===== config.mk =====
export PLATFORM = sky130hd
export DESIGN_NAME = uart_tx_oversampled
export DESIGN_NICKNAME = d
export VERILOG_FILES = /design/src/rtl/uart_tx_oversampled_pkg.sv /design/src/rtl/uart_tx_oversampled.sv
export SDC_FILE = /design/constraint.sdc
export NUM_CORES = 1
export LEC_CHECK = 0
export BUFFER_PORTS_ARGS = -buffer_cell sky130_fd_sc_hd__buf_4
export CELL_PAD_IN_SITES_DETAIL_PLACEMENT = 1
export CELL_PAD_IN_SITES_GLOBAL_PLACEMENT = 1
export CORE_ASPECT_RATIO = 1.2
export CORE_MARGIN = 10
export CORE_UTILIZATION = 40
export CTS_BUF_LIST = sky130_fd_sc_hd__clkbuf_2
export CTS_CLUSTER_SIZE = 14
export DETAILED_ROUTE_END_ITERATION = 10
export GPL_TIMING_DRIVEN = 0
export PLACE_DENSITY_LB_ADDON = 0.1
export SETUP_SLACK_MARGIN = 0.4
export SLEW_MARGIN = 40
export SYNTH_ARGS = -nofsm -noshare
export SYNTH_HDL_FRONTEND = slang
export SYNTH_SLANG_ARGS = --single-unit

===== constraint.sdc =====
create_clock -name clk -period 1.9 [get_ports clk]
set_clock_uncertainty 0.05 [all_clocks]
set_input_delay 0.57 -clock clk [delete_from_list [all_inputs] [get_ports clk]]
set_output_delay 0.57 -clock clk [all_outputs]
set_load 0.03 [all_outputs]

===== src/rtl/uart_tx_oversampled_pkg.sv =====
// Shared definitions for the 16x-oversampled UART transmitter and its
// companion receiver: FSM state encoding, oversampling ratio and a small
// helper for sizing counters.
package uart_tx_oversampled_pkg;

  typedef enum logic [1:0] {
    IDLE  = 2'b00,
    START = 2'b01,
    DATA  = 2'b10,
    STOP  = 2'b11
  } tx_state_e;

  // s_ticks per bit period; the receiver samples on the same ratio.
  localparam int unsigned OVERSAMPLE = 16;

  function automatic int unsigned max_u(input int unsigned a, input int unsigned b);
    return (a > b) ? a : b;
  endfunction

endpackage


===== src/rtl/uart_tx_oversampled.sv =====
// UART transmitter paced by a 16x baud enable (s_tick).
// Frame: one start bit (low), DBIT data bits LSB first, then a stop period of
// SB_TICK s_ticks (16 = 1 stop bit, 24 = 1.5, 32 = 2).
//
// Ports:
//   clk          system clock
//   reset        synchronous, active-high reset
//   tx_start     one-cycle request to send din; only honoured while idle
//   s_tick       one-cycle enable at 16x the baud rate
//   din          word to send, captured in the accepted tx_start cycle
//   tx_done_tick one-cycle pulse in the cycle the stop period completes
//   tx_busy      high whenever a frame is in progress
//   tx           registered serial output, idles high
module uart_tx_oversampled
  import uart_tx_oversampled_pkg::*;
#(
  parameter int unsigned DBIT    = 8,
  parameter int unsigned SB_TICK = 16
) (
  input  logic            clk,
  input  logic            reset,
  input  logic            tx_start,
  input  logic            s_tick,
  input  logic [DBIT-1:0] din,
  output logic            tx_done_tick,
  output logic            tx_busy,
  output logic            tx
);

  localparam int unsigned SW = max_u(4, $clog2(SB_TICK));
  localparam int unsigned NW = $clog2(DBIT);

  localparam logic [SW-1:0] S_BIT_LAST  = SW'(OVERSAMPLE - 1);
  localparam logic [SW-1:0] S_STOP_LAST = SW'(SB_TICK - 1);
  localparam logic [NW-1:0] N_LAST      = NW'(DBIT - 1);

  tx_state_e       state_q, state_d;
  logic [SW-1:0]   s_q, s_d;
  logic [NW-1:0]   n_q, n_d;
  logic [DBIT-1:0] b_q, b_d;
  logic            tx_q, tx_d;

  always_comb begin
    state_d      = state_q;
    s_d          = s_q;
    n_d          = n_q;
    b_d          = b_q;
    tx_done_tick = 1'b0;

    case (state_q)
      IDLE: begin
        if (tx_start) begin
          b_d     = din;
          s_d     = '0;
          state_d = START;
        end
      end
      START: begin
        if (s_tick) begin
          if (s_q == S_BIT_LAST) begin
            s_d     = '0;
            n_d     = '0;
            state_d = DATA;
          end else begin
            s_d = s_q + 1'b1;
          end
        end
      end
      DATA: begin
        if (s_tick) begin
          if (s_q == S_BIT_LAST) begin
            s_d = '0;
            b_d = b_q >> 1;
            if (n_q == N_LAST) begin
              state_d = STOP;
            end else begin
              n_d = n_q + 1'b1;
            end
          end else begin
            s_d = s_q + 1'b1;
          end
        end
      end
      STOP: begin
        if (s_tick) begin
          if (s_q == S_STOP_LAST) begin
            tx_done_tick = 1'b1;
            state_d      = IDLE;
          end else begin
            s_d = s_q + 1'b1;
          end
        end
      end
      default: state_d = IDLE;
    endcase

    // Line level is derived from the *next* state so the registered tx
    // changes in the same cycle as the state, giving one cycle of latency
    // from an accepted tx_start to the start bit.
    tx_d = 1'b1;
    case (state_d)
      START:   tx_d = 1'b0;
      DATA:    tx_d = b_d[0];
      default: tx_d = 1'b1;
    endcase
  end

  always_ff @(posedge clk) begin
    if (reset) begin
      state_q <= IDLE;
      s_q     <= '0;
      n_q     <= '0;
      b_q     <= '0;
      tx_q    <= 1'b1;
    end else begin
      state_q <= state_d;
      s_q     <= s_d;
      n_q     <= n_d;
      b_q     <= b_d;
      tx_q    <= tx_d;
    end
  end

  assign tx_busy = (state_q != IDLE);
  assign tx      = tx_q;

endmodule


==> summary.md <==
| Metric | Value |
|---|---|
| Post-synth EDFFs | `0` |
| Nets@finish | `181` |
| Routability Congestion | `between 0.7 and 0.8` |
| Num CTS Buffers | `3` |
| Crit Path Max Fanout | `2` |
| Multi-input logic area | `828 µm²` |
| Post-synthesis compound-gate area fraction | `25.2%` |
| Clk root buf | `clkbuf_2` |
| Routed Antenna Nets | `0` |
| Sequential share of the synthesized area | `34.8%` |
| Routed Wire Length | `4110 µm` |
| Max Freq | `roughly 500 MHz` |
| Die height | `75.8 µm` |
| Crit path cell chain | `ha_4 > and4_4 > and2_4 > buf_6` |
| Most frequent cells after synthesis | `nor2_1, dfxtp_1, a22oi_1` |
| WP data required | `1.28 ns` |
| Core ar. | `2500 µm²` |
| GRT overflow | `0` |
| Worst slew pin tran | `0.625 ns` |
| Hold Fails Final Rpt | `0` |
| Vias in the first global route | `1292` |
| Crit. End Element | `output port` |
| Max incr delay on CP | `0.40 ns` |
| Pins Over Slew Limit | `0` |
| Sequential Area | `377 µm²` |
| CP max stage cell | `dfxtp_2` |
| Final Setup Violations | `2` |
| CP startpoint | `s_q[0]` |
| Synth Register Bits | `18` |
| Startpoint Class | `flip-flop` |
| Synth top area cells | `dfxtp_1, ha_1, nor2_1` |
| Status | `finished, violations left` |
| Synth Area in Simple Gates | `23.4%` |
| Vias per cell | `roughly 5.9` |
| DR WL met3 | `175 µm` |
| Final period util | `104%` |
| Iteration-0 DRC Markers | `91` |
| Wire per inst | `21.3 µm` |
| Largest net degree at the start of global routing | `11` |
| IO Pins | `15` |
| Placed instance area | `1250 µm²` |
| Metal-1 WL | `about 1600 µm` |
| Fin util | `66.4%` |
| Power per cell area | `555 nW/µm²` |
| Max cap viols | `0` |
| R2R depth | `7` |
| Yosys cell types | `39` |
| # diodes | `0` |
| Fillcell total | `about 280` |
| Pre-CTS setup slack | `0.0538 ns` |
| Post-route DRC | `0` |
| Most common cell in the netlist | `nor2_1` |
| Syn_nets | `141` |
| Clock sinks | `18` |
| Adder-Cell Fraction of Synth Area | `roughly 8.5%` |
| TritonRoute pass-1 iters | `4` |
| Total GRT Usage | `15.5%` |
| Syn. warnings | `0` |
| Final Instance Area | `roughly 1700 µm²` |
| Max-slew headroom at the worst pin | `58.4%` |
| I/O Buffers | `13` |
| Post-synthesis xor/xnor area fraction | `0%` |
| Top FF cell, synth | `dfxtp_1` |
| VDD IR max | `0.430 mV` |
| Initial antenna violation count | `0` |
| Hold Crit Class | `reg2reg` |
| Clock buffer depth | `2` |
| DP HPWL | `approximately 2200 µm` |
| Failing checks | `negative setup slack` |
| Post-synthesis average cell area | `8.49 µm²` |
| RR Startpoint | `s_q[0]` |
| Reg2reg setup slack | `around 0.010 ns` |
| Main combinational cell family by area after synthesis | `compound AO/OA/AOI/OAI gates` |
| Yosys top cell by area | `dfxtp_1` |
| Row count | `20` |
| Met2 wire len | `2150 µm` |
| Mux share of post-synthesis cell area | `3.02%` |
| Critical path data arrival time | `1.35 ns` |
| RR Endpoint | `tx` |
| Final min period | `between 1.5 and 2 ns` |
| Worst-Skew Late Latency | `0.33 ns` |
| Clk slew on worst S/H paths | `0.18 ns` |
| Syn Inst Count | `122` |
| Die area | `slightly above 5000 µm²` |
| Via count | `between 1000 and 1500` |
| Synthesized area | `1040 µm²` |
| Hold_ws | `0.506 ns` |
| Max Used Layer | `met4` |
| H-tree levels | `1` |
| Setup ws final | `-0.0706 ns` |
| CTS tree | `yes` |
| Initial Utilization | `41.4%` |
| Area Overhead vs Synth | `60.3%` |
| First-pass GRT wire length | `roughly 6000 µm` |
| Hold Buf Count CTS | `0` |
| Share of layout cells above drive strength 1 | `59.4%` |
| Static Leakage | `0.669 nW` |
| Synth top area share | `34.8%` |
| Async set-reset flop share out of synthesis | `0%` |
| Critical path destination | `tx_done_tick` |
| Critical path class | `reg2out` |
| RSZ-0062 raised after global routing | `true` |
| Die W | `66.5 µm` |
-- layout by cell type, fill, tap and decap left out, types with 3 or more instances in the layout --
cell type and instances:
ha_2 3, buf_4 23, clkbuf_2 3, a21oi_1 5
a22oi_2 7, buf_6 13, dfxtp_4 3, dfxtp_2 4
dfxtp_1 11, nor2_4 3, and3_1 3, nand2_1 4
nor2_1 17, a211oi_2 5
-- layout make-up --
| class | instances | share of cell area (%) |
|---|---|---|
| Buffer | 7 | 3.84 |
| Clock buffer | 3 | 0.904 |
| Inverter | 4 | 1.43 |
| Multi-Input combinational cell | 93 | 49.9 |
| Sequential cell | 18 | 22.7 |
| Tap cell | 33 | 2.49 |
| Timing Repair Buffer | 35 | 18.8 |
-- flip-flops by register name (all words and copies together), names as in the netlist --
name / cells
s_q: 4
b_q: 8
state_q: 2
tx: 1
n_q: 3
-- through the flow --
| step | setup TNS (ns) | total power, mW | cells |
|---|---|---|---|
| after detailed placement | 0 | 0.624 | 168 |
| final | -0.0895 | 0.922 | 193 |
| after floorplan | 0 | 0.562 | 122 |
| after global placement | 0 | 0.617 | 168 |
| after CTS | -0.0324 | 0.874 | 191 |
| after global routing | -0.225 | 0.964 | 193 |
-- layer usage --
metal	track usage, %	vias to the layer above
met5	0	-
met4	6.99	0
met3	2.50	17
met2	30.5	37
met1	15.5	558
li1	-	525
-- critical path, delay by kind of cell, from the launching register on --
kind,cells,cell delay [ns]
adders and majority gates,1,0.15
buffers and inverters,1,0.12
DFF,1,0.40
and+or+nand+nor,2,0.35
-- worst min path at each step --
stage	from	endpoint	slack [ns]	cells after the start
detailed placement	b_q[5]	b_q[5]	0.45	2
global placement	b_q[7]	b_q[7]	0.44	2
finish	b_q[7]	b_q[7]	0.51	2
global route	b_q[5]	b_q[5]	0.52	2
floorplan	b_q[7]	b_q[7]	0.41	2
CTS	b_q[5]	b_q[5]	0.48	2
-- kinds of logic (layout without fill, tap and decap cells) --
kind of cell,after synthesis,after routing
buffers and inverters,11,49
multiplexers,3,3
AO/OA/AOI/OAI,35,35
AND/OR/NAND/NOR,48,48
flip-flops,18,18
adder cells (fa/ha/maj),7,7
-- power breakdown --
| group | total [mW] | internal [mW] | switching (mW) |
|---|---|---|---|
| registers | 0.419 | 0.400 | 0.0181 |
| logic | 0.331 | 0.168 | 0.164 |
| clock network | 0.172 | 0.0430 | 0.129 |
-- timing repair --
item | 4_1_cts | 5_1_grt
gates cloned | 1 | 0
buffers inserted | 19 | 2
pin swaps | 14 | 7
setup endpoints to repair | 14 | 21
gates resized for setup | 39 | 20
No activity file was read; power rests on OpenSTA's default activity.
